==> src/rtl/ex_muldiv_ctrl.sv <==
// ex_muldiv_ctrl: sequencing controller for a multi-cycle MUL/DIV/REM unit
// that sits beside the ALU in the EX stage. It latches a MULDIV instruction's
// operands, launches the unit with a start pulse, stalls the pipeline while
// the unit works, and hands the result back to the EX result mux for one
// cycle. A flush either cancels the operation outright or, once the unit is
// already busy, drains the orphaned result.
//
// Optional build macro: MULDIV_TIMEOUT_EN adds a watchdog that aborts a WAIT
// or DRAIN lasting TIMEOUT_CYCLES cycles and pulses timeout_o.
module ex_muldiv_ctrl #(
  parameter int WD_SIZE        = 32,
  parameter int INSTR_REG_SIZE = 5,
  parameter int TIMEOUT_CYCLES = 64,
  parameter int OPCODE_SIZE    = 7,
  parameter int FUNCT7_SIZE    = 7,
  parameter int FUNCT3_SIZE    = 3
) (
  input  logic                      clk,
  input  logic                      reset_n,
  input  logic                      valid_i,
  input  logic [OPCODE_SIZE-1:0]    opcode_i,
  input  logic [FUNCT7_SIZE-1:0]    funct7_i,
  input  logic [FUNCT3_SIZE-1:0]    funct3_i,
  input  logic [INSTR_REG_SIZE-1:0] rd_i,
  input  logic [WD_SIZE-1:0]        rs1_data_i,
  input  logic [WD_SIZE-1:0]        rs2_data_i,
  input  logic                      flush_i,
  output logic                      mul_start_o,
  output logic [WD_SIZE-1:0]        mul_op1_o,
  output logic [WD_SIZE-1:0]        mul_op2_o,
  output logic [FUNCT3_SIZE-1:0]    mul_funct3_o,
  input  logic                      mul_done_i,
  input  logic [WD_SIZE-1:0]        mul_result_i,
  output logic                      stall_proc_o,
  output logic                      result_valid_o,
  output logic [WD_SIZE-1:0]        result_o,
  output logic [INSTR_REG_SIZE-1:0] rd_o,
  output logic                      ctrl_reg_write_o,
  output logic                      timeout_o
);

  localparam logic [OPCODE_SIZE-1:0] OPCODE_OP = OPCODE_SIZE'(7'b0110011);
  localparam logic [FUNCT7_SIZE-1:0] F7_MULDIV = FUNCT7_SIZE'(7'b0000001);

  localparam logic [2:0] S_IDLE  = 3'd0;
  localparam logic [2:0] S_START = 3'd1;
  localparam logic [2:0] S_WAIT  = 3'd2;
  localparam logic [2:0] S_DONE  = 3'd3;
  localparam logic [2:0] S_DRAIN = 3'd4;

  // Elaboration-time sanity check on the watchdog limit.
  if (TIMEOUT_CYCLES < 1) begin : g_bad_timeout
    $error("TIMEOUT_CYCLES must be at least 1");
  end

  logic [2:0]                state_q,  state_d;
  logic [WD_SIZE-1:0]        op1_q,    op1_d;
  logic [WD_SIZE-1:0]        op2_q,    op2_d;
  logic [FUNCT3_SIZE-1:0]    funct3_q, funct3_d;
  logic [INSTR_REG_SIZE-1:0] rd_q,     rd_d;
  logic [WD_SIZE-1:0]        result_q, result_d;
  logic                      accept;
  logic                      timeout_hit;

`ifdef MULDIV_TIMEOUT_EN
  localparam int CNT_W = $clog2(TIMEOUT_CYCLES + 1);
  logic [CNT_W-1:0] cnt_q, cnt_d;
`endif

  // A MULDIV instruction is only taken while the controller is idle.
  assign accept = (state_q == S_IDLE) && valid_i && !flush_i &&
                  (opcode_i == OPCODE_OP) && (funct7_i == F7_MULDIV);

  // Watchdog: counts cycles spent in WAIT/DRAIN, cleared on every entry.
`ifdef MULDIV_TIMEOUT_EN
  always_comb begin
    timeout_hit = 1'b0;
    if (((state_q == S_WAIT) || (state_q == S_DRAIN)) && !mul_done_i &&
        (cnt_q == CNT_W'(TIMEOUT_CYCLES - 1)))
      timeout_hit = 1'b1;
  end
`else
  assign timeout_hit = 1'b0;
`endif

  // Next-state and capture logic for the sequencing FSM.
  always_comb begin
    // NOTE: every variable gets a default here so no path leaves one unassigned, which would infer a latch.
    state_d  = state_q;
    op1_d    = op1_q;
    op2_d    = op2_q;
    funct3_d = funct3_q;
    rd_d     = rd_q;
    result_d = result_q;
    case (state_q)
      S_IDLE: begin
        if (accept) begin
          op1_d    = rs1_data_i;
          op2_d    = rs2_data_i;
          funct3_d = funct3_i;
          rd_d     = rd_i;
          state_d  = S_START;
        end
      end
      S_START: begin
        state_d = flush_i ? S_IDLE : S_WAIT;
      end
      S_WAIT: begin
        if (mul_done_i) begin
          if (flush_i) begin
            state_d = S_IDLE;
          end else begin
            result_d = mul_result_i;
            state_d  = S_DONE;
          end
        end else if (timeout_hit) begin
          state_d = S_IDLE;
        end else if (flush_i) begin
          state_d = S_DRAIN;
        end
      end
      S_DONE: begin
        state_d = S_IDLE;
      end
      S_DRAIN: begin
        if (mul_done_i || timeout_hit) state_d = S_IDLE;
      end
      default: begin
        state_d = S_IDLE;
      end
    endcase
  end

`ifdef MULDIV_TIMEOUT_EN
  // Counter runs only while staying in WAIT or DRAIN; any transition clears it.
  always_comb begin
    cnt_d = '0;
    if (((state_q == S_WAIT) || (state_q == S_DRAIN)) && (state_d == state_q))
      cnt_d = cnt_q + CNT_W'(1);
  end
`endif

  // State and datapath registers.
  always_ff @(posedge clk or negedge reset_n) begin
    if (!reset_n) begin
      // NOTE: the operand/result registers are reset too, since they drive outputs that must read 0 after reset.
      state_q  <= S_IDLE;
      op1_q    <= '0;
      op2_q    <= '0;
      funct3_q <= '0;
      rd_q     <= '0;
      result_q <= '0;
`ifdef MULDIV_TIMEOUT_EN
      cnt_q    <= '0;
`endif
    end else begin
      // NOTE: non-blocking assignments so every flop samples the pre-edge values.
      state_q  <= state_d;
      op1_q    <= op1_d;
      op2_q    <= op2_d;
      funct3_q <= funct3_d;
      rd_q     <= rd_d;
      result_q <= result_d;
`ifdef MULDIV_TIMEOUT_EN
      cnt_q    <= cnt_d;
`endif
    end
  end

  // Outputs: pulses decode the state, gated by flush where a flush cancels them.
  assign mul_start_o      = (state_q == S_START) && !flush_i;
  assign stall_proc_o     = accept || (state_q == S_START) ||
                            (state_q == S_WAIT) || (state_q == S_DRAIN);
  assign result_valid_o   = (state_q == S_DONE) && !flush_i;
  assign ctrl_reg_write_o = result_valid_o && (rd_q != '0);
  assign timeout_o        = timeout_hit;
  assign mul_op1_o        = op1_q;
  assign mul_op2_o        = op2_q;
  assign mul_funct3_o     = funct3_q;
  assign result_o         = result_q;
  assign rd_o             = rd_q;

endmodule

==> config.mk <==
export PLATFORM = sky130hd
export DESIGN_NAME = ex_muldiv_ctrl
export DESIGN_NICKNAME = d
export VERILOG_FILES = /design/src/rtl/ex_muldiv_ctrl.sv
export SDC_FILE = /design/constraint.sdc
export NUM_CORES = 1
export LEC_CHECK = 0
export BUFFER_PORTS_ARGS = -buffer_cell sky130_fd_sc_hd__buf_4
export CORE_MARGIN = 2
export CORE_UTILIZATION = 45
export CTS_BUF_LIST = sky130_fd_sc_hd__clkbuf_8
export CTS_CLUSTER_SIZE = 8
export DETAILED_ROUTE_END_ITERATION = 6
export GPL_TIMING_DRIVEN = 1
export PLACE_DENSITY = 0.79
export SYNTH_ARGS = -nofsm -noshare
export SYNTH_HDL_FRONTEND = slang
export SYNTH_SLANG_ARGS = --single-unit
==> constraint.sdc <==
create_clock -name clk -period 3.3 [get_ports clk]
set_input_delay 0.165 -clock clk [delete_from_list [all_inputs] [get_ports clk]]
set_output_delay 0.165 -clock clk [all_outputs]
set_load 0.03 [all_outputs]
## Word level (Yosys, flattened, before mapping)

Index checks and enable logic that the tools add are counted.
Widths: inputs -> output; s select.

- Bits in latches: 0
- Bits of input ports: 123
- Register bits after elaboration: 107
- Bits in read-only memories: 0
- Memories kept: 0
- Memory bits (writable): 0

- Reduce and logical (&&, ||, !) cells: 16
- Multiply operators: 0
- Add/sub/neg operators: 0
- Mux-type cells: 7
- Equal/unequal tests: 9
- Divide/modulo/power cells: 0
- Shift-type cells: 0
- Magnitude comparators: 0
- Bitwise gates (word level): 1

Operators by type and width:

| kind | count |
|---|---|
| $mux 3 | 4 |
| $pmux 3 s4 | 1 |
| $eq 7x1->1 const B | 1 |
| $eq 7x6->1 const B | 1 |
| $logic_and 1x1->1 | 7 |
| $eq 3x2->1 const B | 2 |
| $reduce_and 3->1 | 2 |
| $reduce_bool 5->1 | 1 |
| $mux 2 | 2 |
| $ne 2x2->1 const B | 2 |
| $eq 3x1->1 const B | 1 |
| $eq 3x3->1 const B | 1 |
| $logic_not 3->1 | 1 |
| $logic_or 1x1->1 | 3 |
| $ne 3x3->1 const B | 1 |
| $reduce_and 2->1 | 1 |
| $logic_not 1->1 | 1 |
| $not 1->1 | 1 |

## Longest topological paths before layout

Gate-level depths: netlist of run 1.

- Depth after elaboration: 8
- Gate-level depth with buffers: 7
- Gate-level depth less buffers: 4

## Worst setup path before layout of run 1

No wires, ideal clock.

- Path kind: register to register
- Start point: reg state_q[0]
- End point: reg op1_q[0] (netlist: mul_op1_o[0])
- Arrival: 1.637 ns
- Clock period less this slack: 1.765 ns
- Library setup time: 0.127 ns
- Cell stages (with the launch flop): 8
- Setup slack: 1.535 ns
- Path buffers: 3
- Cell sequence: dfrtp_1 > buf_6 > nor4b_4 > nand3_1 > nor3_2 > buf_6 > buf_8 > mux2_1

- Longest elaborated chain between the ends: 6

RTL lines:

| item | RTL line | RTL |
|---|---|---|
| start, declared | 56 | `logic [2:0] state_q, state_d;` |
| start signal, assigned | 158 | `state_q <= state_d;` |
| $logic_not 3->1 * | 71, 95 |  |
| $logic_and 1x1->1 (3 in a row) | 71 | `assign accept = (state_q == S_IDLE) && valid_i && !flush_i &&` |
| $logic_and 1x1->1 | 72 | `(opcode_i == OPCODE_OP) && (funct7_i == F7_MULDIV);` |
| $reduce_and 2->1 (no line) * | - |  |
| end signal, assigned | 159 | `op1_q <= op1_d;` |
| end, declared | 57 | `logic [WD_SIZE-1:0] op1_q, op1_d;` |

Mark *: on every way between the ends. The rest lies on a longest branch, timed or not.
A chain may end at the register's enable or synchronous reset.

## Worst setup path after layout of run 1

- Start point: in flush_i
- End point: out stall_proc_o

- Longest elaborated chain between the ends: 7

RTL lines:

| item | RTL line | RTL |
|---|---|---|
| start, declared | 27 | `input logic flush_i,` |
| $logic_not 1->1 | 71 |  |
| $logic_and 1x1->1 (2 in a row) | 71 |  |
| $logic_and 1x1->1 | 72 |  |
| $logic_or 1x1->1 (2 in a row) | 172 | `assign stall_proc_o = accept \|\| (state_q == S_START) \|\|` |
| $logic_or 1x1->1 | 173 | `(state_q == S_WAIT) \|\| (state_q == S_DRAIN);` |
| end, declared | 34 | `output logic stall_proc_o,` |

Every way passes these cells.

==> run_results.csv, run 1 <==
group,metric,value,unit
outcome,status,"finished clean",
synthesis,yosysWarnings,0,
synthesis,synth_area_leaders,"dfrtp_1 59%, mux2_4 26%, mux2_2 4.0%, buf_12 2.2%, mux2_1 2.0%",
pwr,seqPwrFrac,0.522,
final_layout,fillCellCount,662,
worst_setup_path,crit_top_cell,"buf_4",
clock_network,post_cts_buffers,0,
pwr,ir_drop,0.259,mV
synthesis,yosys.area_share.simple,0.0312,
synthesis,yosysUniqueCellTypes,29,
timing,finalHoldViolations,0,
drt,via_count,3040,
floorplanning,die_area,10900,um2
place,dpl_worst_slack,1.21,ns
synthesis,avgSynthCellArea,18.0,um2
floorplanning,row_count,36,
worst_setup_path,arrival,2.29,ns
synthesis,synth_fp_nets,375,
drt,dr.pass1.iters,4,
global_route,grt_pass1_wl,17.2,mm
pwr,intPower,2.00,mW
worst_setup_path,crit_fanout,28,
final_layout,area_growth,49.0,%
place,portBuffers,230,
floorplanning,coreArea,9770,um2
floorplanning,start_util,0.464,
timing,fin_crit,2.46,ns
worst_setup_path,startpoint_type,"input port",
clock_network,clock_sinks,107,
clock_network,cts_tree,"yes",
pwr,powerDensity,380,nW/um2
clock_network,ctsLongestPathBuffers,2,
final_layout,diodes,0,
pwr,p_switching,0.573,mW
timing,tightest_slew,0.705,ns
drt,viasPerCell,4.73,
clock_network,clock_latency,0.37,ns
clock_network,clk_pin_slew,0.10,ns
synthesis,synth_xor_area_frac,0.00193,
timing,rsz0062_at_grt,"no",
synthesis,synth_top_family_by_area,"multiplexers",
place,place_congestion,0.746,
timing,skew,0.0127,ns
synthesis,synth-compound-area-share,0.00855,
synthesis,synth-seq-area-share,0.590,
worst_setup_path,cpPeakStageDelay,0.55,ns
worst_setup_path,worst_ep_required_time,3.13,ns
drt,routed_wl,11.0,mm
hold_path,whs_path_depth,2,
final_layout,final_cell_mix,"231 x buf_4, 107 x dfrtp_1, 80 x mux2_4",
synthesis,synth_cells,252,
synthesis,synth_top_area_share,0.590,
final_layout,final_common_cell,"buf_4",
pwr,p_comb_frac,0.108,
global_route,grt_use_total,0.201,
drt,drcViolationCount,0,
floorplanning,die_w,104,um
clock_network,cts.htree.levels,3,
floorplanning,io_pins,232,
job,maxCapViolCount,0,
worst_setup_path,path_delay_family,"buffers and inverters",
synthesis,synth_top_area_cell,"dfrtp_1",
clock_network,holdBufCountCts,6,
global_route,grt_overflow,0,
global_route,antenna_found_initial,0,
worst_setup_path,r2r_cells,5,
final_layout,fin_nets,628,
floorplanning,die_y,104,um
place,dp_hpwl,7.79,mm
worst_setup_path,critPathSlowestCell,"dlygate4sd3_1",
drt,ant_nets,0,
timing,slew_headroom,0.530,
synthesis,synth-adder-area-share,0,
drt,wire_per_inst,17.1,um
timing,final_max_slew_viol_count,0,
hold_path,min_path_type,"in2reg",
clock_network,cts_buffers,9,
worst_setup_path,path_cells,"dlygate4sd3_1 > buf_4 > nor3_1 > nand3_1 > nor3_4 > buf_4 > a211o_1 > buf_4",
global_route,grt_pass1_vias,3203,
timing,fin_setup_tns,0,ns
clock_network,cts_resized,0,
pwr,power.total,2.57,mW
synthesis,ys_ff_latch,107,
worst_setup_path,path_depth,8,
pwr,p_leak,3.72,nW
worst_setup_path,cp-end-kind,"primary output",
worst_setup_path,critPathKind,"in2out",
synthesis,synth_area,4540,um2
global_route,grt_max_degree,55,
pwr,power_switching_share,0.223,
timing,max_freq,0.407,GHz
clock_network,clk_root_buffer_cell,"clkbuf_8",
final_layout,layout-drive-gt1-share,0.684,
synthesis,synthMuxAreaShare,0.324,
pwr,p_clk_frac,0.370,
drt,drt_iter0_drc,131,
timing,setup_slack,0.842,ns
timing,period_share,0.745,
worst_setup_path,critical_path_buf_inv_count,4,
timing,finalSetupViolCount,0,
[path summary, 6_finish.rpt]
path,startpoint,endpoint,slack (ns)
hold reg to reg,mul_op2_o[27],mul_op2_o[27],0.50
setup reg to reg,state_q[0],mul_op1_o[1],1.22
hold / removal,rs1_data_i[2],mul_op1_o[2],0.01
min in group asynchronous,reset_n,result_o[28],0.38
max in group asynchronous,reset_n,rd_o[3],2.17
setup / recovery,flush_i,stall_proc_o,0.84
[power groups by stage]
stage               clock network [mW]  registers, mW  logic (mW)
finish                           0.950           1.34       0.277
global route                      1.03           1.35       0.296
detailed placement                   0           1.37       0.256
global placement                     0           1.37       0.252
CTS                              0.971           1.34       0.263
floorplan                            0           1.41      0.0353
[synthesized netlist by cell type]
master / number
a21oi_1: 1
mux2_1: 8
nand4b_1: 1
nand2_1: 1
dfrtp_1: 107
mux2_2: 16
buf_2: 1
buf_12: 5
buf_4: 1
a211oi_1: 1
mux2_4: 80
nor2_1: 3
or4_1: 1
nand3b_1: 1
buf_6: 6
nand3_1: 2
a211o_1: 1
or4_4: 1
nor4b_4: 1
buf_8: 1
o21ba_2: 1
conb_1: 1
o21a_1: 1
nor4_1: 1
nand2b_1: 2
nor3_2: 1
xnor2_1: 1
nor3_1: 2
and2_1: 3
[flip-flops by register name (all words and copies together) (netlist names)]
register and flops:
mul_funct3_o 3, mul_op1_o 32, mul_op2_o 32, state_q 3, result_o 32, rd_o 5
[cell type report]
cell class                      count  area [um2]  share of cell area
Multi-Input combinational cell    131        1670               0.247
Sequential cell                   107        2680               0.396
Clock inverter                      7         116              0.0172
Tap cell                          133         166              0.0246
Timing Repair Buffer              256        2000               0.297
Clock buffer                        9         124              0.0183
[through the flow]
step,hold slack (ns),instance area (um2),std cells,util
final,0.0120,6760,643,0.692
after detailed placement,0.257,6290,604,0.643
after global routing,0.0000101,6760,643,0.692
after floorplan,-0.131,4540,252,-
after CTS,0.000972,6590,626,0.674
after global placement,0.244,6290,604,0.643
[metal layers]
layer,up-vias,routed length (um),GRT usage
met1,1496,4580,0.259
met2,147,5420,0.325
met4,0,211,0.0627
met5,-,0,0
met3,16,785,0.0639
li1,1381,-,-
[worst reg2reg max path: stages (launching register included)]
cell and delay, ns:
dfrtp_1 0.50, nor4b_4 0.30, nand3_1 0.14, nor3_4 0.19, buf_4 0.45, mux2_1 0.38
[logic make-up after synthesis]
family	Yosys count
xor gates and xnor gates	1
AOI/OAI and AO/OA	5
buffers and inverters	14
DFF	107
muxes	104
and+or+nand+nor	20
other	1
(Power assumes the default switching activity.)
==> run 2: changes to the inputs <==
--- a/config.mk
+++ b/config.mk
@@ -7,12 +7,12 @@
 export LEC_CHECK = 0
 export BUFFER_PORTS_ARGS = -buffer_cell sky130_fd_sc_hd__buf_4
 export CORE_MARGIN = 2
-export CORE_UTILIZATION = 45
+export CORE_UTILIZATION = 42
 export CTS_BUF_LIST = sky130_fd_sc_hd__clkbuf_8
 export CTS_CLUSTER_SIZE = 8
 export DETAILED_ROUTE_END_ITERATION = 6
 export GPL_TIMING_DRIVEN = 1
-export PLACE_DENSITY = 0.79
+export PLACE_DENSITY = 0.78
 export SYNTH_ARGS = -nofsm -noshare
 export SYNTH_HDL_FRONTEND = slang
 export SYNTH_SLANG_ARGS = --single-unit
==> constraint.sdc (replaced) <==
create_clock -name clk -period 2.2 [get_ports clk]
set_input_delay 0.11 -clock clk [delete_from_list [all_inputs] [get_ports clk]]
set_output_delay 0.11 -clock clk [all_outputs]
set_load 0.03 [all_outputs]
==> run_results.csv, run 2 (same netlist as run 1, synthesis figures left out) <==
group,metric,value,unit
final_layout,final_common_cell,"buf_4",
clock_network,cts.htree.levels,3,
global_route,antenna_found_initial,0,
worst_setup_path,startpoint,"state_q[0]",
final_layout,finalInstanceArea,7640,um2
floorplanning,io_pins,232,
worst_setup_path,worst_ep_required_time,2.09,ns
worst_setup_path,r2r_slack,0.15,ns
global_route,grt_max_degree,50,
pwr,p_leak,4.10,nW
worst_setup_path,arrival,1.95,ns
timing,fin_crit,2.06,ns
timing,tightest_slew,0.637,ns
drt,ant_nets,0,
hold_path,min_path_type,"in2async",
worst_setup_path,r2r_cells,6,
drt,viasPerCell,4.63,
final_layout,diodes,0,
pwr,p_switching,0.846,mW
worst_setup_path,critPathKind,"reg2out",
drt,drt_iter0_drc,125,
floorplanning,coreArea,10400,um2
place,place_congestion,0.758,
clock_network,clock_sinks,107,
drt,via_count,3396,
worst_setup_path,crit_fanout,16,
pwr,powerDensity,499,nW/um2
drt,dr.pass1.iters,4,
timing,finalHoldViolations,0,
clock_network,ctsLongestPathBuffers,2,
clock_network,cts_buffers,9,
job,maxCapViolCount,0,
pwr,power_switching_share,0.222,
timing,period_share,0.937,
clock_network,cts_tree,"yes",
place,dp_hpwl,7.80,mm
clock_network,clk_pin_slew,0.09,ns
place,portBuffers,230,
timing,max_freq,0.485,GHz
final_layout,fin_cells,734,
global_route,grt_pass1_vias,3776,
drt,wire_per_inst,17.3,um
clock_network,clk_root_buffer_cell,"clkbuf_8",
worst_setup_path,cpPeakStageDelay,0.43,ns
pwr,ir_drop,0.358,mV
timing,rsz0062_at_grt,"no",
timing,final_max_slew_viol_count,0,
timing,finalSetupViolCount,0,
worst_setup_path,path_cells,"nor4b_4 > nand3_1 > nor3_4 > buf_12 > a211o_1 > buf_4",
timing,timing.hold.ws,0.309,ns
timing,fin_setup_tns,0,ns
outcome,status,"finished clean",
worst_setup_path,startpoint_type,"register",
place,placedCellCount,609,
pwr,p_clk_frac,0.329,
floorplanning,row_count,37,
worst_setup_path,rr_endpoint,"mul_op1_o[10]",
drt,drcViolationCount,0,
global_route,grt_overflow,0,
final_layout,final_cell_mix,"234 x buf_4, 107 x dlygate4sd3_1, 107 x dfrtp_1",
final_layout,fin_nets,717,
timing,slew_headroom,0.575,
place,placed_cell_area,6320,um2
floorplanning,die_w,108,um
floorplanning,die_area,11600,um2
global_route,grt_pass1_wl,19.1,mm
pwr,p_comb_frac,0.143,
worst_setup_path,cp-end-kind,"primary output",
final_layout,area_growth,68.5,%
global_route,grt_use_total,0.213,
worst_setup_path,crit_end,"stall_proc_o",
drt,routed_wl,12.7,mm
final_layout,layout-drive-gt1-share,0.590,
timing,skew,0.00854,ns
floorplanning,start_util,0.436,
worst_setup_path,r2r-start,"state_q[0]",
pwr,seqPwrFrac,0.528,
clock_network,clock_latency,0.35,ns
floorplanning,die_y,108,um
worst_setup_path,critPathSlowestCell,"dfrtp_1",
pwr,intPower,2.97,mW
run 2: changes by cell type in the layout (fill, tap and decap cells not counted):
| cell | previous run | this run |
|---|---|---|
| dlygate4sd3_1 | 23 | 107 |
| buf_4 | 231 | 234 |
| buf_12 | 2 | 3 |
| bufinv_16 | 3 | 2 |
| clkbuf_16 | 0 | 1 |
| clkinvlp_4 | 1 | 0 |
| inv_1 | 0 | 1 |
| nor3_1 | 2 | 1 |
| nor3_2 | 0 | 1 |
run 2: what timing repair did:
| action | 4_1_cts | 5_1_grt |
|---|---|---|
| endpoints found under the hold margin | 153 | 0 |
| gates resized for setup | 0 | 1 |
| setup endpoints to repair | 0 | 1 |
| setup buffers | 0 | 2 |
| hold buffers | 107 | 0 |
run 2: through the flow:
stage          total power [mW]  setup slack, ns   util
2_1_floorplan              2.16            0.435      -
3_3_place_gp               2.43            0.327  0.607
3_5_place_dp               2.44            0.284  0.607
4_1_cts                    3.86           0.0220  0.729
5_1_grt                    3.98           0.0141  0.734
6_report                   3.82            0.139  0.734
run 2: metal layers:
layer	global-route usage	vias up	wire, um
li1	-	1560	-
met1	0.243	1669	4890
met2	0.392	145	6830
met4	0.0815	0	264
met5	0	-	0
met3	0.0422	22	722
run 2: final cells by class:
type                            count  area (um2)
Clock buffer                        9         124
Clock inverter                      6        82.6
Fill cell                         631        2770
Multi-Input combinational cell    131        1680
Sequential cell                   107        2680
Tap cell                          136         170
Timing Repair Buffer              345        2910
run 2: worst min path at each step:
stage | slack [ns] | cells past startpoint | start | end
final | 0.31 | 2 | reset_n | result_o[1]
after global routing | 0.35 | 2 | reset_n | result_o[6]
after CTS | 0.32 | 2 | reset_n | result_o[0]
after detailed placement | 0.18 | 1 | reset_n | result_o[0]
after global placement | 0.16 | 1 | reset_n | result_o[1]
after floorplan | -0.19 | 0 | reset_n | mul_funct3_o[0]
run 2: power by group through the flow:
stage	Sequential (mW)	Combinational, mW	Clock, mW
after floorplan	2.11	0.0529	0
after global placement	2.05	0.380	0
after detailed placement	2.05	0.386	0
after CTS	2.01	0.544	1.30
after global routing	2.02	0.582	1.38
final	2.01	0.548	1.26
run 2: worst max-delay path, delay by kind of cell, from the launching register on:
family	cells	cell delay, ns
AO/OA/AOI/OAI	1	0.12
buffers and inverters	2	0.38
flip-flops	1	0.43
AND/OR/NAND/NOR	3	0.67
==> run 3: changes to the inputs <==
--- a/config.mk
+++ b/config.mk
@@ -5,13 +5,14 @@
 export SDC_FILE = /design/constraint.sdc
 export NUM_CORES = 1
 export LEC_CHECK = 0
+export ABC_AREA = 1
 export BUFFER_PORTS_ARGS = -buffer_cell sky130_fd_sc_hd__buf_4
 export CORE_MARGIN = 2
 export CORE_UTILIZATION = 42
 export CTS_BUF_LIST = sky130_fd_sc_hd__clkbuf_8
 export CTS_CLUSTER_SIZE = 8
 export DETAILED_ROUTE_END_ITERATION = 6
-export GPL_TIMING_DRIVEN = 1
+export GPL_TIMING_DRIVEN = 0
 export PLACE_DENSITY = 0.78
 export SYNTH_ARGS = -nofsm -noshare
 export SYNTH_HDL_FRONTEND = slang
==> run_results.csv, run 3 <==
group,metric,value,unit
timing,period_share,0.855,
global_route,grt_use_total,0.269,
synthesis,synth_edf_count,0,
synthesis,post-synth-top-count-cell,"nand2_1",
worst_setup_path,critPathKind,"reg2out",
final_layout,area_growth,72.1,%
drt,routed_wl,15.5,mm
worst_setup_path,crit_fanout,6,
synthesis,synth_top_area_share,0.607,
timing,tightest_slew,0.566,ns
global_route,antenna_found_initial,0,
synthesis,synth_top_area_cell,"dfrtp_1",
floorplanning,io_pins,232,
place,dp_hpwl,9.18,mm
clock_network,clk_root_buffer_cell,"clkbuf_8",
clock_network,ctsLongestPathBuffers,2,
synthesis,synth_common_cells,"178 x nand2_1, 107 x dfrtp_1, 78 x inv_1",
drt,drcViolationCount,0,
drt,via_count,4638,
floorplanning,row_count,37,
final_layout,fin_nets,957,
clock_network,cts_resized,0,
floorplanning,start_util,0.430,
synthesis,avgSynthCellArea,9.05,um2
timing,max_freq,0.532,GHz
place,place_congestion,0.766,
worst_setup_path,cpPeakStageDelay,0.55,ns
place,portBuffers,230,
synthesis,synth_area_leaders,"dfrtp_1 61%, nand2_1 15%, o21ai_1 6.8%, inv_1 6.6%, buf_6 4.1%",
pwr,ir_drop,0.497,mV
synthesis,synth_fp_nets,611,
timing,fin_crit,1.88,ns
synthesis,async_flop_share,1.00,
floorplanning,die_area,11300,um2
timing,rsz0062_at_grt,"no",
drt,dr.pass1.iters,5,
drt,viasPerCell,4.76,
timing,finalHoldViolations,0,
floorplanning,die_y,107,um
clock_network,cts_tree,"yes",
final_layout,diodes,0,
final_layout,layout-drive-gt1-share,0.336,
global_route,grt_pass1_wl,23.7,mm
timing,timing.hold.ws,0.0250,ns
synthesis,yosysWarnings,0,
pwr,p_leak,4.24,nW
drt,drt_iter0_drc,329,
clock_network,clk_pin_slew,0.10,ns
worst_setup_path,worst_ep_required_time,2.09,ns
worst_setup_path,startpoint_type,"register",
worst_setup_path,cp-end-kind,"primary output",
timing,slew_headroom,0.619,
clock_network,clock_sinks,107,
synthesis,yosysUniqueCellTypes,27,
final_layout,final_common_cell,"buf_4",
timing,fin_setup_tns,0,ns
global_route,grt_max_degree,108,
clock_network,cts_buffers,9,
floorplanning,die_w,107,um
pwr,powerDensity,753,nW/um2
global_route,grt_pass1_vias,4823,
clock_network,clock_latency,0.37,ns
worst_setup_path,critical_path_buf_inv_count,2,
pwr,power.total,5.72,mW
synthesis,synth_area,4410,um2
timing,finalSetupViolCount,0,
drt,ant_nets,0,
worst_setup_path,critPathSlowestCell,"nor4_1",
synthesis,synth_cells,488,
outcome,status,"finished clean",
final_layout,final_cell_mix,"231 x buf_4, 178 x nand2_1, 107 x dfrtp_1",
hold_path,min_path_type,"in2reg",
worst_setup_path,path_cells,"nor4_1 > o41ai_1 > inv_1 > buf_4",
clock_network,cts.htree.levels,3,
timing,skew,0.0148,ns
job,maxCapViolCount,0,
floorplanning,coreArea,10300,um2
worst_setup_path,path_delay_family,"simple AND/OR/NAND/NOR gates",
synthesis,ys_ff_latch,107,
timing,final_max_slew_viol_count,0,
final_layout,fillCellCount,684,
drt,wire_per_inst,15.9,um
synthesis,synth_top_flop_cell,"dfrtp_1",
worst_setup_path,arrival,1.77,ns
global_route,grt_overflow,0,
synthesis,synth-seq-area-share,0.607,
## run 3: changes by cell type after synthesis, sizes merged, moves of 3 or more
cell	before	now
nand4	0	3
nand2	1	178
inv	0	81
o21ai	0	72
and2	3	0
buf	14	22
mux2	104	0
nor2	3	12
## run 3: final timing paths
path                                 from                to  slack [ns]  depth (start not counted)
setup / recovery               state_q[2]  ctrl_reg_write_o        0.32                          4
hold / removal             rs2_data_i[23]     mul_op2_o[23]        0.03                          3
setup reg to reg               state_q[2]        state_q[1]        0.46                          6
hold reg to reg              result_o[10]      result_o[10]        0.48                          2
max in group asynchronous         reset_n     mul_op2_o[19]        1.42                          3
min in group asynchronous         reset_n     mul_op1_o[22]        0.09                          2
## run 3: final cells by class
cell class,instances,area (um2),share of cell area
Buffer,23,219,0.0288
Clock buffer,11,151,0.0199
Clock inverter,5,60.1,0.00791
Inverter,81,307,0.0404
Multi-Input combinational cell,277,1210,0.159
Sequential cell,107,2680,0.353
Tap cell,136,170,0.0224
Timing Repair Buffer,335,2800,0.369
## run 3: worst register-to-register path, stage by stage, from the launching register on
cell           delay (ns)
dfrtp_1              0.46
nor2_2               0.16
nand3_2              0.14
nor2_8               0.20
nor2_1               0.07
o31ai_1              0.06
dlygate4sd3_1        0.58
## run 3: what timing repair did
action	in CTS	in global routing
buffers inserted	0	0
endpoints found under the hold margin	103	107
hold buffers	103	1
## run 3: cell families (layout without fill, tap and decap cells)
family / count (synthesis) / in the layout / synth area share
AO/OA/AOI/OAI: 75 / 75 / 0.0899
other: 1 / 1 / 0.000850
AND/OR/NAND/NOR: 201 / 201 / 0.184
flip-flops: 107 / 107 / 0.607
buffers and inverters: 104 / 455 / 0.119
## run 3: layer usage
metal,wire (um),share of wire,vias up,GRT usage
li1,-,-,2155,-
met1,5730,0.37,2236,0.299
met2,8160,0.53,211,0.489
met3,1260,0.081,36,0.0809
met4,386,0.025,0,0.0937
met5,0,0,-,0
## run 3: metrics by stage
stage	util	setup slack, ns	instances	cell area (um2)
after detailed placement	0.614	0.703	854	6310
after CTS	0.735	0.278	973	7550
after floorplan	-	0.142	488	4410
after global routing	0.739	0.133	975	7590
final	0.739	0.319	975	7590
after global placement	0.614	0.706	854	6310
## run 3: report_power, final
part / switching [mW] / leakage (nW) / internal (mW)
Sequential: 0.183 / 1.45 / 2.26
Combinational: 1.17 / 2.68 / 0.827
Clock: 0.681 / 0.106 / 0.594
